--- src/rtl/sip_round_sequencer.sv ---
// Control sequencer for a SipHash-c-d core: steers init, message absorption,
// compression/finalization rounds and the done pulse for an external datapath.
module sip_round_sequencer #(
  parameter int unsigned C_ROUNDS = 2,
  parameter int unsigned D_ROUNDS = 4
) (
  input  logic       clk,
  input  logic       rst,
  input  logic       start,
  input  logic       msg_valid,
  input  logic       msg_last,
  input  logic [2:0] msg_bytes,
  output logic       msg_ready,
  output logic       init_load,
  output logic       xor_m_pre,
  output logic       round_en,
  output logic       xor_m_post,
  output logic       xor_ff,
  output logic [7:0] len_byte,
  output logic       done,
  output logic       busy
);

  typedef enum logic [2:0] {
    StIdle,
    StInit,
    StWaitM,
    StComp,
    StPost,
    StFinXor,
    StFinal,
    StDone
  } state_e;

  state_e     state_q, state_d;
  logic [7:0] byte_cnt_q, byte_cnt_d;
  logic       last_q, last_d;
  logic [3:0] cnt_q, cnt_d;
  logic       xfer;

  always_ff @(posedge clk) begin
    if (rst) begin
      state_q    <= StIdle;
      byte_cnt_q <= '0;
      last_q     <= 1'b0;
      cnt_q      <= '0;
    end else begin
      state_q    <= state_d;
      byte_cnt_q <= byte_cnt_d;
      last_q     <= last_d;
      cnt_q      <= cnt_d;
    end
  end

  assign xfer = msg_valid && (state_q == StWaitM);

  always_comb begin
    state_d    = state_q;
    byte_cnt_d = byte_cnt_q;
    last_d     = last_q;
    cnt_d      = cnt_q;
    msg_ready  = 1'b0;
    init_load  = 1'b0;
    xor_m_pre  = 1'b0;
    round_en   = 1'b0;
    xor_m_post = 1'b0;
    xor_ff     = 1'b0;
    done       = 1'b0;
    busy       = (state_q != StIdle);

    unique case (state_q)
      StIdle: begin
        if (start) state_d = StInit;
      end
      StInit: begin
        init_load  = 1'b1;
        byte_cnt_d = '0;
        last_d     = 1'b0;
        state_d    = StWaitM;
      end
      StWaitM: begin
        msg_ready = 1'b1;
        if (xfer) begin
          xor_m_pre = 1'b1;
          last_d    = msg_last;
          // Length byte counts only full words; the last word's bytes add in len_byte.
          if (!msg_last) byte_cnt_d = byte_cnt_q + 8'd8;
          cnt_d     = 4'(C_ROUNDS - 1);
          state_d   = StComp;
        end
      end
      StComp: begin
        round_en = 1'b1;
        if (cnt_q == 4'd0) state_d = StPost;
        else               cnt_d   = cnt_q - 4'd1;
      end
      StPost: begin
        xor_m_post = 1'b1;
        state_d    = last_q ? StFinXor : StWaitM;
      end
      StFinXor: begin
        xor_ff  = 1'b1;
        cnt_d   = 4'(D_ROUNDS - 1);
        state_d = StFinal;
      end
      StFinal: begin
        round_en = 1'b1;
        if (cnt_q == 4'd0) state_d = StDone;
        else               cnt_d   = cnt_q - 4'd1;
      end
      StDone: begin
        done    = 1'b1;
        state_d = StIdle;
      end
      default: state_d = StIdle;
    endcase

    // Keep the datapath quiet for the whole reset cycle, not just after the edge.
    if (rst) begin
      msg_ready  = 1'b0;
      init_load  = 1'b0;
      xor_m_pre  = 1'b0;
      round_en   = 1'b0;
      xor_m_post = 1'b0;
      xor_ff     = 1'b0;
      done       = 1'b0;
      busy       = 1'b0;
    end
  end

  assign len_byte = rst ? {5'b0, msg_bytes} : byte_cnt_q + {5'b0, msg_bytes};

endmodule

--- config.mk ---
export PLATFORM = sky130hd
export DESIGN_NAME = sip_round_sequencer
export DESIGN_NICKNAME = d
export VERILOG_FILES = /design/src/rtl/sip_round_sequencer.sv
export SDC_FILE = /design/constraint.sdc
export NUM_CORES = 1
export LEC_CHECK = 0
export CORE_MARGIN = 2
export CORE_UTILIZATION = 43
export CTS_BUF_LIST = sky130_fd_sc_hd__clkbuf_4 sky130_fd_sc_hd__clkbuf_8 sky130_fd_sc_hd__clkbuf_16
export DETAILED_ROUTE_END_ITERATION = 16
export PLACE_DENSITY = 0.81
export SYNTH_ARGS = -nofsm -noshare
export SYNTH_HDL_FRONTEND = slang
export SYNTH_SLANG_ARGS = --single-unit
--- constraint.sdc ---
create_clock -name clk -period 1.4 [get_ports clk]
set_input_delay 0.14 -clock clk [delete_from_list [all_inputs] [get_ports clk]]
set_output_delay 0.14 -clock clk [all_outputs]
set_load 0.005 [all_outputs]
==> run metrics, run 1 <==
outcome=complete, but fails checks; failing checks=setup timing; max-slew violation count=0; FF-to-FF setup slack=-130 ps; drt initial violations=60; drt drc=0; die area=0.002515 mm2; Seq/Total Area, Yosys=around 28%; Port Buffers=17; Max Cap Viol=0; Ports=24; largest cells by area after synthesis=dfxtp_1 (28%), nor2_1 (5.7%), a211oi_2 (5.5%), xnor2_1 (4.8%), ha_1 (4.1%); Skew-Pair Late Insertion Delay=just under 300 ps; Final WS setup=-172.3 ps; Avg Inst Size Synth=~8 um2; net count after synthesis=roughly 130; total grt overflow=0; synthesized cell area=~920 um2; setup violators final=15; clock skew=6.925 ps; min-delay worst type=primary input to primary output; Leak=between 0.7 and 0.8 nW; Area Growth Syn to Fin=88.53%; top_reg_cell synth=dfxtp_1; All-Layer GR Usage=roughly 28%; share of the synthesized area in the top cell type=between 20% and 30%; Core Box Area=approximately 0.0020 mm2; post-synthesis cell type count=40; Seq cells post-synth=13; RR Endpoint=cnt_q[2]; routed length per instance=approximately 21 um; Final HPWL DP=roughly 1800 um; startpoint class of the critical path=flop; Placer Congestion=0.8633; final hold violation count=0; initial antenna violation count=0; EDFF count, synth=0; number of global-route vias before repair=roughly 1200; Initial Utilization=46.21%; largest net degree at the start of global routing=14; Peak VDD IR=~1.4 mV; Worst Setup EP=xor_m_pre; first-pass GRT wire length=roughly 5400 um; Critical Setup Path Class=flop to primary output; ratio of cells with drive above 1 in the final layout=59.65%; Routed Antenna Nets=0; drt total wl=4160 um; RSZ-0062 raised after global routing=yes; Critical Path AT=between 1000 and 1500 ps; clk sinks=13; Worst Path Required=roughly 1300 ps; top cells by count, synth=nor2_1 (14), dfxtp_1 (13), nand2_1 (9), inv_1 (6), nor3_1 (6); clock-pin transition on the worst setup and hold timing paths=approximately 90 ps; clock buffer count from CTS=3; asr flop ratio synth=0%; worst-case reg-to-reg path depth=6; fill count=between 70 and 80; Die Height=between 50 and 60 um; 1st-pass router iterations=4; Max-slew headroom=77.76%; reg-to-reg startpoint=state_q[2]; Placed Cells=roughly 170; # hold bufs at CTS=0; vias per cell=5.929; total number of H-tree levels=1; Cell Count, Final, Fillers Out=198; CTS tree=built; Longest Clk Path Bufs=2; CP max FO=3; # nets final=183; Rows=16; diode count=0; most instantiated library cell after synthesis=nor2_1; root buffer cell=clkbuf_4; crit end category=primary output; power per standard cell area=1895 mW/mm2; critical path startpoint=state_q[1]; final core occ=87.12%; Die X=50.15 um; Highest Clock Rate=roughly 0.64 GHz; Min Clock Period, post-route=~1600 ps; Worst Tran Pin Value=~330 ps; largest area contributor in the synthesized netlist=dfxtp_1; final worst-path cycle share=112.3%; Final Power=3.271 mW; cell count after synthesis=between 100 and 150; Syn. warnings=0; via count of the routed design=1174
==> state kept, by name, indices dropped and copies added, names as in the netlist <==
register    flops
byte_cnt_q      5
cnt_q           4
last_q          1
state_q         3
==> per-layer routing <==
metal  global-route usage [%]  wire length, um  vias up
met5                        0                0        -
met4                    13.43              118        0
met3                    5.357              292       13
met2                    48.68             2062       71
met1                    33.02             1686      577
li1                         -                -      513
==> repair_timing <==
action,4_1_cts,5_1_grt
buffers inserted,9,10
resized for setup,60,50
pin swaps,12,15
setup endpoints to repair,20,21
gates cloned,0,2
==> cells by family (layout without fill, tap and decap cells) <==
group | Yosys count | count (layout) | share of synthesized area, %
compound gates | 24 | 24 | 22.00
fa+ha+maj | 3 | 3 | 4.099
flops | 13 | 13 | 28.42
xor+xnor | 6 | 6 | 5.738
simple gates | 51 | 51 | 30.06
buf+inv | 18 | 74 | 9.699
==> cell type report <==
type	count	area, um2	area share (%)
multi-input cells	84	757.0	43.84
well taps	27	33.78	1.957
flip-flops and latches	13	280.3	16.23
clock buffers	4	30.03	1.739
repair buffers	62	593.1	34.35
inverters	8	32.53	1.884
==> report_power, final <==
group	switching, mW	leakage, nW	internal [mW]
Combinational	1.10	0.630	1.32
Sequential	0.102	0.111	0.476
Clock	0.145	0.0184	0.130
Total	1.34	0.760	1.93
==> worst min-delay path by stage <==
stage / depth (start not counted) / to / from / slack (ps)
final: 0 / len_byte[1] / msg_bytes[1] / 280
after global routing: 0 / len_byte[2] / msg_bytes[2] / 280
after CTS: 0 / len_byte[0] / msg_bytes[0] / 280
after detailed placement: 0 / len_byte[0] / msg_bytes[0] / 280
after global placement: 0 / len_byte[0] / msg_bytes[0] / 280
after floorplan: 1 / len_byte[2] / msg_bytes[2] / 360
==> cells in the final DEF, fill, tap and decap left out, drive strengths merged, types with 3 or more instances in the layout <==
| cell type | synthesis | final |
|---|---|---|
| nand2 | 9 | 9 |
| nor2 | 14 | 14 |
| a21oi | 5 | 5 |
| xnor2 | 5 | 5 |
| a211oi | 4 | 4 |
| ha | 3 | 3 |
| dfxtp | 13 | 13 |
| nor2b | 5 | 5 |
| inv | 8 | 8 |
| o21ai | 6 | 6 |
| nor3 | 7 | 7 |
| buf | 6 | 50 |
| clkbuf | 4 | 7 |
| nand3 | 3 | 3 |
| dlygate4sd2 | 0 | 4 |
| clkdlybuf4s50 | 0 | 3 |
==> worst max-delay path, stage by stage, from the launching register on <==
cell     delay, ps
dfxtp_4        380
buf_6          100
inv_4           30
nor4_4         210
buf_4          160
and2_1         130
buf_2          120
==> per-stage QoR <==
| stage | hold slack, ps | TNS, ps | instance area [um2] | setup WS, ps |
|---|---|---|---|---|
| CTS | 280.0 | -488.0 | 1434 | -176.6 |
| finish | 280.0 | -1352 | 1727 | -172.3 |
| global placement | 280.0 | -2891 | 1249 | -336.2 |
| global route | 280.0 | -2207 | 1727 | -240.4 |
| floorplan | 359.4 | 0 | 915.9 | 22.33 |
| detailed placement | 280.0 | -3322 | 1249 | -321.1 |
Power figures use the tool's default switching activity.
==> inputs of run 2 (changes only) <==
Settings changed: CORE_UTILIZATION 43 to 47, PLACE_DENSITY 0.81 to 0.84.
Clock period 1.4 ns to 1.45 ns, I/O delays scaled along.
==> run 2 against run 1 <==
The run still ends with setup timing left. Global-route usage grew 2.4 points. Via count grew 5.9%. Sequential cell count unchanged. Utilization rose by 0.60 points. Highest routed layer unchanged.
==> run metrics, run 2 (synthesis gave the netlist of run 1 again) <==
Hold WS=290.0 ps; Rows=15; most common cell after layout, fill and taps aside=buf_4; Worst Tran Pin Value=374.8 ps; drt total wl=between 4000 and 5000 um; ratio of cells with drive above 1 in the final layout=54.55%; Peak VDD IR=1.102 mV; All-Layer GR Usage=a little under a third; 1st-pass router iterations=4; Final HPWL DP=1804 um; Hold Path Origin=msg_bytes[1]; startpoint class of the critical path=flop; max reg flops=5; Max Cap Viol=0; clock skew=about 9.1 ps; clk sinks=13; number of global-route vias before repair=1009; Final WS setup=-75.53 ps; clock-pin transition on the worst setup and hold timing paths=~100 ps; final hold violation count=0; Area Growth Syn to Fin=70.77%; fill count=83; # hold bufs at CTS=0; power per standard cell area=~1800 mW/mm2; routed wl met3=approximately 440 um; Metal-1 WL=between 1500 and 2000 um; routed length per instance=roughly 22 um; Min Clock Period, post-route=between 1500 and 2000 ps; Core Box Area=about 0.0018 mm2; vias per cell=~6.5; CP max FO=5; Leak=a little over 0.7 nW; Routed Antenna Nets=0; min-delay worst type=primary input to primary output; Largest Register=byte_cnt_q; drt initial violations=76; max layer used=met4; Ports=24; outcome=complete, but fails checks; Max-slew headroom=74.84%; critical path startpoint=state_q[2]; Final Power=2.777 mW; total grt overflow=0; setup violators final=10; biggest regs=byte_cnt_q (5), cnt_q (4), state_q (3); Worst Path Required=roughly 1600 ps; Die Height=48.15 um; max-slew violation count=0; CTS tree=built; crit end category=flop; Highest Clock Rate=0.6555 GHz; final worst-path cycle share=105.2%; die area=0.002318 mm2; root buffer cell=clkbuf_4; most frequent cells in the layout=buf_4 (27), nor2_1 (11), buf_6 (11), nand2_1 (7), dfxtp_2 (7); failing checks=setup timing; met2 wire length=between 1500 and 2000 um; Longest Clk Path Bufs=2; Placer Congestion=0.8261; Die X=slightly below 50 um; initial antenna violation count=0; Initial Utilization=roughly 50%; Critical Setup Path Class=flop to flop; reg-to-reg startpoint=state_q[2]; Port Buffers=17; storage element area=276.5 um2; total number of H-tree levels=1; largest net degree at the start of global routing=15; Critical Path AT=approximately 1700 ps; RSZ-0062 raised after global routing=yes; pre-CTS WS=-333.8 ps; multi-input logic area=about 700 um2; diode count=0; clock buffer count from CTS=3; # nets final=177; first-pass GRT wire length=around 4700 um; drt drc=0; via count of the routed design=1243; Skew-Pair Late Insertion Delay=just under 300 ps
run 2: cell count changes in the layout (fill, tap and decap cells not counted), sizes merged:
| cell | before | now |
|---|---|---|
| dlymetal6s2s | 2 | 4 |
| clkdlybuf4s50 | 3 | 5 |
| dlygate4sd2 | 4 | 1 |
| buf | 50 | 43 |
run 2: path summary, 6_finish.rpt:
path                                    end  slack, ps  depth (start not counted)
worst max-delay path               cnt_q[2]        -80                          6
worst min-delay path            len_byte[1]        290                          0
worst max register to register     cnt_q[2]        -80                          6
worst min register to register     cnt_q[0]        520                          2
run 2: through the flow:
step / area, um2 / std cells / util, % / TNS (ps)
floorplan: 915.9 / 115 / - / 0
global placement: 1239 / 171 / 69.47 / -2187
detailed placement: 1239 / 171 / 69.47 / -2665
CTS: 1399 / 183 / 78.46 / -335.8
global route: 1564 / 190 / 87.72 / -642.8
finish: 1564 / 190 / 87.72 / -336.9
run 2: per-layer routing:
metal  up-vias  track usage [%]
met4         0            21.08
li1        501                -
met1       580            36.77
met5         -                0
met3        47            6.296
met2       115            48.16
run 2: what timing repair did:
item	CTS	global route
setup buffers	8	7
pin swaps	3	18
resized for setup	42	43
setup endpoints to repair	18	21
cloned	0	0
run 2: area by class of cell:
cell class	instances	share of cell area, %
tap	25	2.000
timing repair buffer	56	32.00
sequential	13	17.68
clock buffer	4	1.920
inverter	8	1.920
multi-input combinational	84	44.48
run 2: worst max-delay path, cell delays in order (launching register included):
cell	delay [ps]
dfxtp_4	380
buf_8	130
buf_6	130
xnor2_4	130
o211a_1	260
o21bai_1	160
a32o_1	250
run 2: where the power goes:
part,switching (mW),leakage (nW),internal [mW],total (mW)
sequential,0.0907,0.110,0.453,0.544
clock,0.142,0.0184,0.126,0.267
combinational,0.959,0.579,1.01,1.97
total,1.19,0.708,1.59,2.78
==> inputs of run 3 (changes only) <==
Settings changed: PLACE_DENSITY 0.84 to 0.78.
Clock period 1.45 ns to 1.7 ns, I/O delays scaled along.
==> run 3 against run 2 <==
The run now ends clean. Sequential share of layout area is 3.6 points higher. First-iteration DRC count fell by 71%. Highest routed layer unchanged. Clock skew shrank 6.0 ps. Sequential power shrank 15%. Via count shrank 26%. Largest power group unchanged.
==> run metrics, run 3 (synthesis gave the netlist of run 1 again) <==
RSZ-0062 raised after global routing=yes; worst hold stages=0; min-delay worst type=primary input to primary output; Initial Utilization=between 50% and 60%; total grt overflow=0; outcome=finished clean; Min Clock Period, post-route=about 1700 ps; Routed Antenna Nets=0; Cell Count, Final, Fillers Out=168; clock buffer count from CTS=3; initial antenna violation count=0; Combinational Power Share=about three fifths; cell area after layout=~0.0013 mm2; Worst path max stage delay=~370 ps; pre-CTS WS=-65.10 ps; reg-to-reg startpoint=cnt_q[0]; cells along the critical path=nor4_2, buf_4, buf_4, and2_1, dlygate4sd2_1; biggest regs=byte_cnt_q (5), cnt_q (4), state_q (3); 1st-pass router iterations=4; most frequent cells in the layout=nor2_1 (14), buf_4 (14), dfxtp_1 (10), nand2_1 (9), clkdlybuf4s50_1 (9); largest net degree at the start of global routing=18; Final HPWL DP=1655 um; Highest Clock Rate=between 0.5 and 0.6 GHz; CP max FO=4; Total Neg Setup Slack=0 ps; clock-pin transition on the worst setup and hold timing paths=~80 ps; final hold violation count=0; Largest Register=byte_cnt_q; crit end category=primary output; max reg flops=5; Die Height=48.15 um; DP Area=about 0.0012 mm2; Worst Tran Pin Value=295.1 ps; total number of H-tree levels=1; clock skew=between 3 and 4 ps; P_sw=around 0.70 mW; via count of the routed design=between 900 and 1000; cell repeated most along the worst path=buf_4; worst-case reg-to-reg path depth=6; Worst Path Required=about 1500 ps; diode count=0; Placed Cells=between 150 and 200; Peak VDD IR=~0.93 mV; drt total wl=between 2000 and 2500 um; endpoint of the worst hold path=len_byte[2]; Leak=roughly 0.55 nW; Net Sw Frac=between 40% and 50%; Critical Setup Path Class=flop to primary output; # nets final=between 150 and 200; Ports=24; critical path startpoint=state_q[0]; Die X=about 48 um; vias per cell=about 5.5; cell family with most CP delay=buffers and inverters; Hold Path Origin=msg_bytes[2]; Clk network pwr share=roughly an eighth; crit path max-delay cell type=dfxtp_4; CTS tree=built; drt drc=0; clk sinks=13; routed length per instance=between 10 and 15 um; max-slew violation count=0; Final WS setup=roughly 32 ps; Rows=15; Area Growth Syn to Fin=38.25%; Longest Clk Path Bufs=2; Port Buffers=17; Core Box Area=0.001783 mm2; Placer Congestion=a little over 0.8; Max Cap Viol=0; Reg power frac=~28%; Skew-Pair Late Insertion Delay=about 280 ps; P_int=around 1 mW; Critical Path AT=around 1500 ps; number of global-route vias before repair=between 800 and 900; Max-slew headroom=~80%; Buffers & Inverters on Critical Path=3; # hold bufs at CTS=0; first-pass GRT wire length=roughly 3700 um; ratio of cells with drive above 1 in the final layout=a little over a quarter; FF-to-FF setup slack=170 ps; Hold WS=between 300 and 400 ps; setup violators final=0; power per standard cell area=around 1300 mW/mm2; All-Layer GR Usage=23.33%; drt initial violations=22; die area=0.002318 mm2; final worst-path cycle share=between 90 and 100%; RR Endpoint=cnt_q[1]; startpoint class of the critical path=flop; root buffer cell=clkbuf_4
run 3: worst max path at each step:
stage	to	slack [ps]	depth (start not counted)
6_report	xor_m_pre	30	5
3_3_place_gp	xor_m_pre	-80	5
3_5_place_dp	xor_m_pre	-70	5
5_1_grt	xor_m_pre	-80	5
4_1_cts	done	-4	4
2_1_floorplan	cnt_q[1]	320	6
run 3: what timing repair did:
| item | 4_1_cts | 5_1_grt |
|---|---|---|
| resized for setup | 15 | 6 |
| endpoints found under the setup margin | 8 | 6 |
| buffers inserted | 2 | 0 |
| pin swaps | 1 | 1 |
run 3: area by class of cell:
cell class	count	area, um2
clock buffer	4	30.03
fill	132	516.7
inverter	8	30.03
multi-input combinational	84	595.6
sequential	13	269.0
tap	25	31.28
timing repair buffer	34	310.3
run 3: through the flow:
stage               util, %  power (mW)
finish                71.02       1.675
global placement      65.68       1.331
CTS                   69.82       1.641
global route          71.02       1.793
detailed placement    65.68       1.360
floorplan                 -       1.055
run 3: power groups by stage:
stage	Combinational (mW)	Clock, mW	Sequential [mW]
finish	0.997	0.217	0.460
floorplan	0.633	0	0.422
global placement	0.892	0	0.439
detailed placement	0.915	0	0.445
CTS	0.963	0.220	0.458
global route	1.09	0.232	0.470
run 3: routing by layer:
metal	track usage, %	vias up	part of all wire (%)
met2	36.32	25	47
li1	-	454	-
met5	0	-	0
met4	13.51	0	2.5
met3	5.556	6	4.8
met1	29.21	432	46
